**src/rtl/modexp_if.sv**
```systemverilog
// Handshake/operand bundle for modexp_engine.
//   start        request (accepted only while the engine is idle)
//   A, B, C      base, exponent, modulus; sampled on accept
//   busy         engine working on a job
//   done         one-cycle completion pulse
//   err          modulus was zero
//   result       (A^B) mod C, held until the next done
// master: the requester side; slave: the engine side.
interface modexp_if #(
    parameter int WIDTH = 8
);
    logic             start;
    logic [WIDTH-1:0] A;
    logic [WIDTH-1:0] B;
    logic [WIDTH-1:0] C;
    logic             busy;
    logic             done;
    logic             err;
    logic [WIDTH-1:0] result;

    modport master (output start, A, B, C, input busy, done, err, result);
    modport slave  (input start, A, B, C, output busy, done, err, result);
endinterface

```
**src/rtl/modexp_engine.sv**
```systemverilog
// Modular exponentiation engine: result = (A^B) mod C on WIDTH-bit operands.
// Right-to-left square-and-multiply built on a bit-serial interleaved modular
// multiplier (one multiplier bit per cycle), so no double-width product is kept.
// Ports:
//   clk    rising-edge clock
//   rst_n  asynchronous active-low reset
//   bus    modexp_if.slave: start/A/B/C in, busy/done/err/result out
module modexp_engine #(
    parameter int WIDTH = 8
) (
    input  logic     clk,
    input  logic     rst_n,
    modexp_if.slave  bus
);
    localparam int CW = $clog2(WIDTH);

    typedef enum logic [2:0] {
        S_IDLE   = 3'd0,
        S_CHECK  = 3'd1,
        S_REDUCE = 3'd2,
        S_LOOP   = 3'd3,
        S_MULY   = 3'd4,
        S_SQRX   = 3'd5,
        S_DONE   = 3'd6
    } state_t;

    state_t           state_r, state_s;
    logic [WIDTH-1:0] c_r, e_r, x_r, y_r, p_r, result_r;
    logic [CW-1:0]    cnt_r;
    logic             busy_r, done_r, err_r;

    logic             accept_s, last_s, mul_b_s;
    logic [WIDTH-1:0] red_s, mul_s, e_shift_s;

    // Conditional subtract: v < 2*m is guaranteed by callers, so one subtract
    // fully reduces and the result always fits in WIDTH bits.
    function automatic logic [WIDTH-1:0] mod_sub(input logic [WIDTH:0] v,
                                                 input logic [WIDTH-1:0] m);
        logic [WIDTH:0] mm;
        mm = {1'b0, m};
        if (v >= mm) begin
            return WIDTH'(v - mm);
        end else begin
            return WIDTH'(v);
        end
    endfunction

    // One interleaved multiply step: P = 2P mod m, then (P + a) mod m if bit set.
    function automatic logic [WIDTH-1:0] mul_step(input logic [WIDTH-1:0] p,
                                                  input logic [WIDTH-1:0] a,
                                                  input logic             b,
                                                  input logic [WIDTH-1:0] m);
        logic [WIDTH-1:0] t;
        t = mod_sub({p, 1'b0}, m);
        if (b) begin
            t = mod_sub({1'b0, t} + {1'b0, a}, m);
        end else begin
            t = t;
        end
        return t;
    endfunction

    assign accept_s  = bus.start && !busy_r && (state_r == S_IDLE);
    assign last_s    = (cnt_r == CW'(0));
    // Multiplier bit source: Y during MULY, X during SQRX; a is always X.
    assign mul_b_s   = (state_r == S_MULY) ? y_r[cnt_r] : x_r[cnt_r];
    assign mul_s     = mul_step(p_r, x_r, mul_b_s, c_r);
    // Restoring division step: the base is shifted out of x_r MSB first.
    assign red_s     = mod_sub({p_r, x_r[WIDTH-1]}, c_r);
    assign e_shift_s = {1'b0, e_r[WIDTH-1:1]};

    // State register.
    always_ff @(posedge clk or negedge rst_n) begin
        if (!rst_n) begin
            state_r <= S_IDLE;
        end else begin
            state_r <= state_s;
        end
    end

    // Next-state logic.
    always_comb begin
        state_s = state_r;
        case (state_r)
            S_IDLE:   state_s = accept_s ? S_CHECK : S_IDLE;
            S_CHECK:  state_s = (c_r == WIDTH'(0) || c_r == WIDTH'(1)) ? S_DONE : S_REDUCE;
            S_REDUCE: state_s = last_s ? S_LOOP : S_REDUCE;
            S_LOOP: begin
                if (e_r == WIDTH'(0)) begin
                    state_s = S_DONE;
                end else if (e_r[0]) begin
                    state_s = S_MULY;
                end else begin
                    state_s = S_SQRX;
                end
            end
            S_MULY: begin
                if (last_s) begin
                    // Early exit: no squaring after the last exponent bit.
                    state_s = (e_shift_s == WIDTH'(0)) ? S_DONE : S_SQRX;
                end else begin
                    state_s = S_MULY;
                end
            end
            S_SQRX:   state_s = last_s ? S_LOOP : S_SQRX;
            S_DONE:   state_s = S_IDLE;
            default:  state_s = S_IDLE;
        endcase
    end

    // Datapath registers and registered outputs.
    always_ff @(posedge clk or negedge rst_n) begin
        if (!rst_n) begin
            c_r      <= '0;
            e_r      <= '0;
            x_r      <= '0;
            y_r      <= '0;
            p_r      <= '0;
            cnt_r    <= '0;
            result_r <= '0;
            err_r    <= 1'b0;
            busy_r   <= 1'b0;
            done_r   <= 1'b0;
        end else begin
            busy_r <= (state_s != S_IDLE) && (state_s != S_DONE);
            done_r <= (state_s == S_DONE);
            case (state_r)
                S_IDLE: begin
                    if (accept_s) begin
                        c_r   <= bus.C;
                        e_r   <= bus.B;
                        x_r   <= bus.A;
                        err_r <= 1'b0;
                    end
                end
                S_CHECK: begin
                    if (c_r == WIDTH'(0)) begin
                        err_r    <= 1'b1;
                        result_r <= '0;
                    end else if (c_r == WIDTH'(1)) begin
                        result_r <= '0;
                    end else begin
                        y_r   <= WIDTH'(1);
                        p_r   <= '0;
                        cnt_r <= CW'(WIDTH - 1);
                    end
                end
                S_REDUCE: begin
                    cnt_r <= cnt_r - CW'(1);
                    if (last_s) begin
                        x_r <= red_s;
                        p_r <= '0;
                    end else begin
                        x_r <= {x_r[WIDTH-2:0], 1'b0};
                        p_r <= red_s;
                    end
                end
                S_LOOP: begin
                    p_r   <= '0;
                    cnt_r <= CW'(WIDTH - 1);
                    if (e_r == WIDTH'(0)) begin
                        result_r <= y_r;
                    end else if (!e_r[0]) begin
                        // Entering SQRX directly: consume the zero exponent bit now.
                        e_r <= e_shift_s;
                    end
                end
                S_MULY: begin
                    cnt_r <= cnt_r - CW'(1);
                    if (last_s) begin
                        y_r   <= mul_s;
                        e_r   <= e_shift_s;
                        p_r   <= '0;
                        cnt_r <= CW'(WIDTH - 1);
                        if (e_shift_s == WIDTH'(0)) begin
                            result_r <= mul_s;
                        end
                    end else begin
                        p_r <= mul_s;
                    end
                end
                S_SQRX: begin
                    cnt_r <= cnt_r - CW'(1);
                    if (last_s) begin
                        x_r <= mul_s;
                        p_r <= '0;
                    end else begin
                        p_r <= mul_s;
                    end
                end
                S_DONE: begin
                    p_r <= '0;
                end
                default: begin
                    p_r <= '0;
                end
            endcase
        end
    end

    assign bus.busy   = busy_r;
    assign bus.done   = done_r;
    assign bus.err    = err_r;
    assign bus.result = result_r;
endmodule
```
**src/flat_wrapper.sv**
```systemverilog
// flat-port wrapper written by rule: the top's interface ports become plain ports
module modexp_engine_flat 
#(
    parameter int WIDTH = 8
)
  (clk, rst_n, bus_start, bus_A, bus_B, bus_C, bus_busy, bus_done, bus_err, bus_result);
  modexp_if #(.WIDTH(WIDTH)) bus_i ();
  input  logic clk;
  input  logic rst_n;
  input wire logic [$bits(bus_i.start)-1:0] bus_start;
  input wire logic [$bits(bus_i.A)-1:0] bus_A;
  input wire logic [$bits(bus_i.B)-1:0] bus_B;
  input wire logic [$bits(bus_i.C)-1:0] bus_C;
  output wire logic [$bits(bus_i.busy)-1:0] bus_busy;
  output wire logic [$bits(bus_i.done)-1:0] bus_done;
  output wire logic [$bits(bus_i.err)-1:0] bus_err;
  output wire logic [$bits(bus_i.result)-1:0] bus_result;
  assign bus_i.start = bus_start;
  assign bus_i.A = bus_A;
  assign bus_i.B = bus_B;
  assign bus_i.C = bus_C;
  assign bus_busy = bus_i.busy;
  assign bus_done = bus_i.done;
  assign bus_err = bus_i.err;
  assign bus_result = bus_i.result;
  modexp_engine #(.WIDTH(WIDTH)) u_core (.clk(clk), .rst_n(rst_n), .bus(bus_i));
endmodule
```
**config.mk**
```make
export PLATFORM = sky130hd
export DESIGN_NAME = modexp_engine_flat
export DESIGN_NICKNAME = d
export VERILOG_FILES = /design/src/rtl/modexp_if.sv /design/src/rtl/modexp_engine.sv /design/src/flat_wrapper.sv
export SDC_FILE = /design/constraint.sdc
export NUM_CORES = 1
export LEC_CHECK = 0
export ABC_AREA = 1
export CELL_PAD_IN_SITES_DETAIL_PLACEMENT = 2
export CELL_PAD_IN_SITES_GLOBAL_PLACEMENT = 2
export CORE_MARGIN = 1
export CORE_UTILIZATION = 34
export DETAILED_ROUTE_END_ITERATION = 7
export PLACE_DENSITY = 0.84
export SLEW_MARGIN = 20
export SYNTH_ARGS = -nofsm -noshare
export SYNTH_HDL_FRONTEND = slang
export SYNTH_SLANG_ARGS = --single-unit
```
**constraint.sdc**
```tcl
create_clock -name clk -period 5.02 [get_ports clk]
set_input_delay 1.506 -clock clk [delete_from_list [all_inputs] [get_ports clk]]
set_output_delay 1.506 -clock clk [all_outputs]
set_load 0.02 [all_outputs]
```
==> summary.md <==
| Metric | Value |
|---|---|
| Overall Global Routing Usage | `28.85%` |
| Max transition margin | `41.25%` |
| Sequential share of the synthesized area | `29.08%` |
| CTS H-tree lvls | `3` |
| DRT iter0 DRCs | `265` |
| Worst slack, placed | `-0.2307 ns` |
| CTS Hold Bufs | `0` |
| DRT Pass-1 Iters | `5` |
| Commonest non-fill, non-tap cell in the layout | `nand2_1` |
| Initial antenna violation count | `0` |
| GPL Wtd Cong | `0.9292` |
| Most frequent cells in the layout | `nand2_1, nand3_1, inv_1, dfrtp_1, nor2_1` |
| Post-synthesis cell type count | `41` |
| # DRC | `0` |
| Hold Path Class | `flip-flop to flip-flop` |
| Lkg Pwr | `2.940 nW` |
| Crit path kind | `flip-flop to flip-flop` |
| Via density | `5.531` |
| Final hold violation count | `0` |
| Pwr/cell area | `208.6 nW/µm²` |
| Largest net degree at the start of global routing | `34` |
| Antenna-violating nets left | `0` |
| Core area | `13990 µm²` |
| Fin crit period | `4.687 ns` |
| Crit Path Max Fanout | `8` |
| Cell Area, Placed | `5463 µm²` |
| Final Cell Area | `5943 µm²` |
| Die height | `122.1 µm` |
| R2R setup slack | `0.33 ns` |
| Sw frac | `21.41%` |
| PnR worst setup slack | `0.3335 ns` |
| Row count | `43` |
| Overflow after GRT | `0` |
| Max incr delay on CP | `0.41 ns` |
| CP max stage cell | `dfrtp_1` |
| Pins Over Slew Limit | `0` |
| Antenna cells | `0` |
| Clock Power Share | `60.2%` |
| Layout cells sized above 1 | `12.61%` |
| Post-layout net count | `824` |
| CTS Root Cell | `clkbuf_16` |
| CP most frequent cell | `nand2_1` |
| Worst EP required | `5.29 ns` |
| Total clock buffers created by CTS | `9` |
| Avg Inst Size Synth | `6.812 µm²` |
| Worst-skew pair later-pin latency | `0.35 ns` |
| Post-Route WL | `20420 µm` |
| Max Fclk | `213.4 MHz` |
| Clk sinks | `57` |
| Port Buffer Count | `37` |
| Clk_skew | `0.009707 ns` |
| CTS tree | `yes` |
| Pint | `974.1 µW` |
| Fin Hold WS | `0.4948 ns` |
| First-pass GRT wire length | `31910 µm` |
| Setup crit end | `u_core.bus.result[5]` |
| Initial Util | `35.06%` |
| Detailed Place HPWL | `15600 µm` |
| # IOs | `38` |
| Async S/R FF share, synth | `100.0%` |
| Setup violators final | `0` |
| Crit. Startpoint | `u_core.p_r[5]` |
| Critical Path Start Type | `flip-flop` |
| Die extent in x | `122.1 µm` |
| Reg2reg start | `u_core.p_r[5]` |
| Final period util | `93.36%` |
| Top_reg_cell synth | `dfrtp_1` |
| Crit end category | `flip-flop` |
| Area growth from synthesis to layout | `21.17%` |
| Syn nets | `779` |
| Worst vdd ir | `0.0002290 V` |
| Comb pwr share | `2.7%` |
| Gate Count Post-Synth | `720` |
| TNS Setup | `0 ns` |
| Worst Tran Pin Value | `0.8791 ns` |
| Arr. time, crit path | `4.96 ns` |
| Die footprint | `14910 µm²` |
| Outcome | `completed` |
| Number of global-route vias before repair | `5806` |
| Flop pwr share | `37.1%` |
| Max Cap Viol | `0` |
| CTS Buffer Depth | `2` |
| PnR Total Power | `1.240 mW` |
| FF+latch count, synth | `57` |
| Psw | `265.4 µW` |
| Reg2reg path depth | `29` |
| Wirelength per Cell | `21.52 µm` |
| Reg-to-Reg End | `u_core.bus.result[5]` |
| Netlist Area Pre-Place | `4905 µm²` |
| EDFF count, synth | `0` |
| DR vias | `5249` |
| Clock-pin slew on the worst setup and hold paths | `0.06 ns` |
| Ys Warns | `0` |
## synthesized netlist by cell type, drive strengths merged, types with 2 or more instances
library cell	number	area (µm²)
a21oi	53	276.5
buf	10	66.30
clkbuf	3	11.26
dfrtp	57	1426
fa	4	80.08
ha	28	350.3
inv	101	381.6
nand2	195	759.5
nand3	108	600.6
nand3b	2	15.01
nand4	16	100.1
nor2	60	272.8
nor3	15	96.35
o2111ai	2	35.04
o21ai	42	236.5
or2	4	25.02
xnor2	6	52.55
xor2	8	70.07
## registers in the layout (all words and copies together) (netlist names)
name               flops
u_core.bus.busy        1
u_core.bus.result      8
u_core.bus.done        1
u_core.y_r             8
u_core.c_r             8
u_core.bus.err         1
u_core.p_r             8
u_core.cnt_r           3
u_core.x_r             8
u_core.state_r         3
u_core.e_r             8
## how the worst min path moves through the flow
stage	cells after the start	start	slack [ns]	end
2_1_floorplan	2	u_core.y_r[2]	0.46	u_core.y_r[2]
3_3_place_gp	2	u_core.y_r[2]	0.48	u_core.y_r[2]
3_5_place_dp	2	u_core.y_r[2]	0.48	u_core.y_r[2]
4_1_cts	2	u_core.y_r[2]	0.50	u_core.y_r[2]
5_1_grt	2	u_core.y_r[2]	0.52	u_core.y_r[2]
6_report	2	u_core.y_r[2]	0.49	u_core.y_r[2]
## per-stage QoR
step / utilization, % / std cells
6_report: 42.49 / 949
3_3_place_gp: 39.05 / 930
4_1_cts: 41.72 / 945
3_5_place_dp: 39.05 / 930
5_1_grt: 42.49 / 949
2_1_floorplan: - / 720
## power groups by stage
stage / registers, mW / clock network, mW / logic [mW]
2_1_floorplan: 0.468 / 0 / 0.00227
3_3_place_gp: 0.468 / 0 / 0.0342
4_1_cts: 0.460 / 0.752 / 0.0350
5_1_grt: 0.459 / 0.771 / 0.0374
3_5_place_dp: 0.468 / 0 / 0.0348
6_report: 0.460 / 0.746 / 0.0341
## timing repair
item,4_1_cts,5_1_grt
gates resized for setup,5,18
buffers inserted,0,4
endpoints found under the setup margin,32,32
pin swaps,0,4
## worst max-delay path: cells and delay by family (launching register included)
| kind | cells | cell delay (ns) |
|---|---|---|
| AO/OA/AOI/OAI | 1 | 0.20 |
| flip-flops | 1 | 0.41 |
| AND/OR/NAND/NOR | 21 | 2.49 |
| adder cells (fa/ha/maj) | 4 | 1.26 |
| buffers and inverters | 3 | 0.21 |
## final cells by class
| class | count | area (µm²) |
|---|---|---|
| Sequential cell | 57 | 1426 |
| Timing Repair Buffer | 47 | 440.4 |
| Fill cell | 1664 | 8045 |
| Inverter | 102 | 390.4 |
| Tap cell | 180 | 225.2 |
| Multi-Input combinational cell | 548 | 3118 |
| Clock buffer | 10 | 239.0 |
| Clock inverter | 5 | 103.9 |
## logic make-up (layout without fill, tap and decap cells)
| kind of cell | after synthesis | after routing | share of synthesized area [%] |
|---|---|---|---|
| AO/OA/AOI/OAI | 101 | 101 | 11.96 |
| XOR/XNOR | 14 | 14 | 2.500 |
| adder cells (fa/ha/maj) | 32 | 32 | 8.776 |
| buffers and inverters | 115 | 164 | 9.438 |
| flip-flops | 57 | 57 | 29.08 |
| AND/OR/NAND/NOR | 401 | 401 | 38.24 |
## routing by layer
metal  global-route usage (%)  routed length [µm]  vias up
met3                    5.712                1040       45
li1                         -                   -     2443
met1                    36.80                8882     2639
met2                    47.63                9880      122
met4                    11.43                 614        0
met5                        0                   0        -
Note: power is estimated with default switching activity, not from simulation.
